$ cat src/rtl/reg_dump_unit.sv
// Register-file dump engine: streams regs[first..last] (wrapping) as valid/ready bytes with a running checksum.
// Two cycles per byte (READ then SEND); OutData/OutLast hold in SEND until OutReady, which is ignored elsewhere.
module reg_dump_unit #(
  parameter int ADDR_W = 3,
  parameter int DATA_W = 8
) (
  input  logic              Clk,
  input  logic              Reset,
  input  logic              Start,
  input  logic [ADDR_W-1:0] FirstAddr,
  input  logic [ADDR_W-1:0] LastAddr,
  output logic [ADDR_W-1:0] Raddr,
  input  logic [DATA_W-1:0] RdData,
  output logic [DATA_W-1:0] OutData,
  output logic              OutValid,
  input  logic              OutReady,
  output logic              OutLast,
  output logic              Busy,
  output logic              Done,
  output logic [DATA_W-1:0] Checksum
);

  localparam logic [1:0] S_IDLE = 2'd0;
  localparam logic [1:0] S_READ = 2'd1;
  localparam logic [1:0] S_SEND = 2'd2;
  localparam logic [1:0] S_DONE = 2'd3;

  logic [1:0]        state;
  logic [ADDR_W-1:0] addr_cnt;
  logic [ADDR_W-1:0] last_addr;
  logic [DATA_W-1:0] out_data;
  logic [DATA_W-1:0] checksum;
  logic              at_last;

  assign at_last  = (addr_cnt == last_addr);
  assign Raddr    = addr_cnt;
  assign OutData  = out_data;
  assign OutValid = (state == S_SEND);
  assign OutLast  = (state == S_SEND) && at_last;
  assign Busy     = (state != S_IDLE);
  assign Done     = (state == S_DONE);
  assign Checksum = checksum;

  // The start address lives only in the counter; only the end address needs to be kept.
  always_ff @(posedge Clk) begin
    if (Reset) begin
      state     <= S_IDLE;
      addr_cnt  <= '0;
      last_addr <= '0;
      out_data  <= '0;
      checksum  <= '0;
    end else begin
      case (state)
        S_IDLE: begin
          if (Start) begin
            addr_cnt  <= FirstAddr;
            last_addr <= LastAddr;
            checksum  <= '0;
            state     <= S_READ;
          end
        end
        S_READ: begin
          out_data <= RdData;
          state    <= S_SEND;
        end
        S_SEND: begin
          if (OutReady) begin
            checksum <= checksum + out_data;
            if (at_last) begin
              state <= S_DONE;
            end else begin
              addr_cnt <= addr_cnt + ADDR_W'(1);
              state    <= S_READ;
            end
          end
        end
        default: state <= S_IDLE;
      endcase
    end
  end

endmodule
$ cat config.mk
export PLATFORM = sky130hd
export DESIGN_NAME = reg_dump_unit
export DESIGN_NICKNAME = d
export VERILOG_FILES = /design/src/rtl/reg_dump_unit.sv
export SDC_FILE = /design/constraint.sdc
export NUM_CORES = 1
export LEC_CHECK = 0
export CORE_ASPECT_RATIO = 2
export CORE_MARGIN = 5
export CORE_UTILIZATION = 40
export DETAILED_ROUTE_END_ITERATION = 8
export PLACE_DENSITY = 0.7
export SYNTH_ARGS = -nofsm -noshare
export SYNTH_HDL_FRONTEND = slang
export SYNTH_SLANG_ARGS = --single-unit
$ cat constraint.sdc
create_clock -name Clk -period 4.8 [get_ports Clk]
set_input_delay 0.96 -clock Clk [delete_from_list [all_inputs] [get_ports Clk]]
set_output_delay 0.96 -clock Clk [all_outputs]
set_load 0.02 [all_outputs]
==> results list <==
- FF+latch count, synth: 24
- Fraction of final layout cells with drive strength greater than 1: 0.0479
* Crit path max fanout: 8
- Nets in the synthesized netlist: between 150 and 200
- Post-synthesis sequential area ratio: 0.368
- TritonCTS built the clock tree.
* Longest Clk Path Bufs: 2
* Most used flip-flop cell after synthesis: sky130_fd_sc_hd__dfxtp_1
- Setup repair after global routing left no endpoint under its margin.
- The design draws 0.469 mW.
- The die is approximately 50 microns wide.
- The Yosys step of the flow raised 0 warnings.
* Transition time at the pin with the least slew margin: between 0.9 and 1 ns
* Pre-CTS setup slack: 1.90 ns
- Entering global routing, the biggest net connects 29 pins.
- In the post-synthesis netlist, the biggest area contributors are sky130_fd_sc_hd__dfxtp_1, sky130_fd_sc_hd__ha_1, sky130_fd_sc_hd__nand2_1.
- For met1 alone, demand over resource in global routing was 0.153.
- The flow ran to the end, and the final reports show no timing, DRC or antenna violations.
- Synthesis handed over a netlist of 152 instances.
* Routability Congestion: around 0.86
- The tool flagged a number of max-cap violations equal to 0.
- Source-to-sink clock delay at the later pin of the worst-skew pair: 0.26 ns
- Dividing total power by cell area gives a power density of approximately 270 mW/mm^2.
- Clock skew on the completed layout was measured at 0.00361 ns.
* Antenna Nets Post-Route: 0
- F_max: 0.326 GHz
- The via count of the first global-routing pass came to 1255.
* Number of cells upsized or downsized after cts: 0
- CP endpoint kind: output port
* Mean number of vias per cell: 5.50
- Root cell of the clock tree: sky130_fd_sc_hd__clkbuf_8
- In this run, CTS created clock tree buffers numbering 3.
- After floorplanning, the core was sized to cover 0.00316 sq mm.
- Pins Over Slew Limit: 0
* Die ar.: 0.00457 sq mm
* Overall die height: between 90 and 100 microns
* Top-level I/O count: 41
* Worst path setup slack after routing: between 1.5 and 2 ns
- In this run the number of H-tree levels came out at 1.
- For this run, global-route usage on met2 was measured as 0.288.
- IR analysis of the VDD net gives a maximum drop of 0.000243 V.
* Vias: 1205
* Standard-cell row count: 29
- For this block, the initial DRC count from the detailed router was 28.
* Layout-stage area growth over the synthesis result: 34.8%
* Crit share post-route: 0.638
* Post-CTS clock slew at the launch and capture registers of the worst setup and hold paths: roughly 0.08 ns
- Total half-perimeter wirelength after legalization and detailed placement: 2650 microns
* Final wirelength: ~3400 microns
- Of the post-synthesis cell area, the dominant cell type holds 0.368.
- Share of synthesized registers carrying an async set or reset: 0
- The slowest stage of the critical path belongs to the cell sky130_fd_sc_hd__clkdlybuf4s50_1.
- Buffering stage count on the worst path with inverters included: 1
* Remaining routing DRC violations: 0
- The cell area that synthesis handed to floorplanning was 0.00131 sq mm.
- The number of setup buffers added after CTS is 0.
- Min-delay worst type: flip-flop to flip-flop
* Register area: 480 sq um
- In this run, synthesis inferred 0 flip-flops with an integrated enable.
- Summed over all cells, the static leakage comes to 0.729 nW.
- Number of search-and-repair iterations in the first detailed-routing pass: 4
* Final hold vios: 0
- Final-stage net count: 216
- Kind of cell adding the most delay to the critical path: simple AND/OR/NAND/NOR gates
- Routed wire per std cell: 15.5 microns
- sky130_fd_sc_hd__dfxtp_1 is the most common cell in the netlist.
- Placed Cells: 215
- Setup violations remaining at the end of the flow were counted as 0.
- Number of library cell types mapped by synthesis: 40
- In this run the most used layer during global routing was met2.
* Critical Path Source: state[1]$_SDFFE_PP0P_
- Non-Filler Instances: approximately 220
- The worst setup path is launched from a flip-flop.
- Hold_buf cts: 0
- Number of antenna cells inserted: 0
- All-Layer GR Usage: 0.152
- After routing, the total negative slack on setup checks comes to 0 ns.
- Area occupied by multi-input gates: 777 sq um
- Per-instance average area after synthesis: roughly 8.6 sq um
- Cell chain of the critical path: nand2b_1 > nor4_4 > clkdlybuf4s50_1
- The smallest clock period supported by the final layout is computed as between 3 and 4 ns.
- Initial antenna violation count: 0
- Slowest stage delay, CP: 0.69 ns
- At the worst endpoint, the required time is approximately 3.8 ns.
- Filler cells: between 300 and 400
* Met3 track demand over resource: 0.0248
- The initial utilization of the core area, before any placement, comes to 0.413.
* Post-synth top cells: sky130_fd_sc_hd__dfxtp_1, sky130_fd_sc_hd__nand2_1, sky130_fd_sc_hd__nor2_1
- Headroom to the max-slew limit came out at 0.333.
* Worst Setup Path Type: flip-flop to output port
* Total congestion overflow after global routing: 0
- Counting every sink on the clock net gives 24.
- Cell type with the largest total area after synthesis: sky130_fd_sc_hd__dfxtp_1
- In this run the most critical hold path is launched from OutData[3]$_SDFFE_PP0P_.
- STA puts the critical path data arrival time at about 2.1 ns.
- Total of buffers placed on input and output ports: 40
- The startpoint identified for the worst register-to-register timing path is OutData[2]$_SDFFE_PP0P_.
* Global-route wire length before repair: 5520 microns
==> per-layer routing <==
metal  vias to the layer above  share of wire
li1                        605              -
met1                       560           0.37
met2                        32           0.56
met3                         8          0.043
met4                         0          0.026
met5                         -              0
==> power by group <==
group | internal (mW) | leakage [nW] | total (mW) | switching [mW]
registers | 0.210 | 0.196 | 0.222 | 0.0124
clock network | 0.0732 | 0.0288 | 0.136 | 0.0626
logic | 0.0524 | 0.505 | 0.110 | 0.0581
==> layout by cell type, fill, tap and decap left out <==
cell | Yosys | layout
sky130_fd_sc_hd__and3b_1 | 1 | 1
sky130_fd_sc_hd__nand2_1 | 23 | 23
sky130_fd_sc_hd__nor2_1 | 16 | 16
sky130_fd_sc_hd__fa_1 | 1 | 1
sky130_fd_sc_hd__dfxtp_1 | 24 | 24
sky130_fd_sc_hd__mux2i_1 | 5 | 5
sky130_fd_sc_hd__nor3b_1 | 2 | 2
sky130_fd_sc_hd__nor4_4 | 1 | 1
sky130_fd_sc_hd__nand2b_1 | 2 | 2
sky130_fd_sc_hd__o21ai_0 | 5 | 5
sky130_fd_sc_hd__o21bai_1 | 1 | 1
sky130_fd_sc_hd__xor2_1 | 4 | 4
sky130_fd_sc_hd__clkbuf_8 | 0 | 4
sky130_fd_sc_hd__a21o_1 | 2 | 2
sky130_fd_sc_hd__a21oi_1 | 14 | 14
sky130_fd_sc_hd__nor2b_1 | 3 | 3
sky130_fd_sc_hd__a2bb2oi_1 | 1 | 1
sky130_fd_sc_hd__or4_1 | 2 | 2
sky130_fd_sc_hd__xnor2_1 | 2 | 2
sky130_fd_sc_hd__nor2_4 | 1 | 1
sky130_fd_sc_hd__clkdlybuf4s50_1 | 0 | 40
sky130_fd_sc_hd__a311oi_1 | 1 | 1
sky130_fd_sc_hd__and2_1 | 1 | 1
sky130_fd_sc_hd__a22oi_1 | 4 | 4
sky130_fd_sc_hd__mux2_1 | 1 | 1
sky130_fd_sc_hd__a211oi_2 | 1 | 1
sky130_fd_sc_hd__ha_1 | 8 | 8
sky130_fd_sc_hd__nand3_1 | 3 | 3
sky130_fd_sc_hd__a211oi_1 | 1 | 1
sky130_fd_sc_hd__and2b_1 | 1 | 1
sky130_fd_sc_hd__nand4b_1 | 1 | 1
sky130_fd_sc_hd__nor3_1 | 1 | 1
sky130_fd_sc_hd__inv_1 | 2 | 2
sky130_fd_sc_hd__o311ai_0 | 1 | 1
sky130_fd_sc_hd__o31ai_1 | 2 | 2
sky130_fd_sc_hd__or2_2 | 2 | 2
sky130_fd_sc_hd__nand3b_1 | 4 | 4
==> per-stage QoR <==
step | cell area (sq um) | util | hold slack (ns)
after floorplan | 1310 | - | 0.481
after global placement | 1700 | 0.540 | 0.461
after detailed placement | 1700 | 0.540 | 0.475
after CTS | 1760 | 0.557 | 0.487
after global routing | 1760 | 0.557 | 0.500
final | 1760 | 0.557 | 0.482
==> sequential cells by signal, indices dropped and copies added (netlist names) <==
signal,cells
state,2
Raddr,3
last_addr,3
Checksum,8
OutData,8
==> worst register-to-register path: cells and delay by family (launching register included) <==
kind	cells	cell delay, ns
mux	1	0.31
simple gates	3	0.68
compound gates	1	0.33
flops	1	0.34
fa+ha+maj	1	0.35
==> area by class of cell <==
cell class / count / area share
repair buffers: 40 / 0.228
clock buffers: 4 / 0.0313
inverters: 2 / 0.00427
multi-input cells: 118 / 0.442
well taps: 31 / 0.0220
flip-flops and latches: 24 / 0.273
==> cells by family (layout without fill, tap and decap cells) <==
logic type	Yosys count	after routing	synth area share
simple gates	64	64	0.256
flops	24	24	0.368
xor+xnor	6	6	0.0403
compound gates	33	33	0.160
fa+ha+maj	9	9	0.0920
buf+inv	10	46	0.0364
mux	6	6	0.0470
==> final timing paths <==
check	to	slack, ns	depth (start not counted)
worst max-delay path	OutLast	1.74	3
worst min-delay path	OutData[3]$_SDFFE_PP0P_	0.48	2
worst max register to register	Checksum[7]$_SDFFE_PP0P_	2.68	6
worst min register to register	OutData[3]$_SDFFE_PP0P_	0.48	2
No activity file was read; power rests on OpenSTA's default activity.
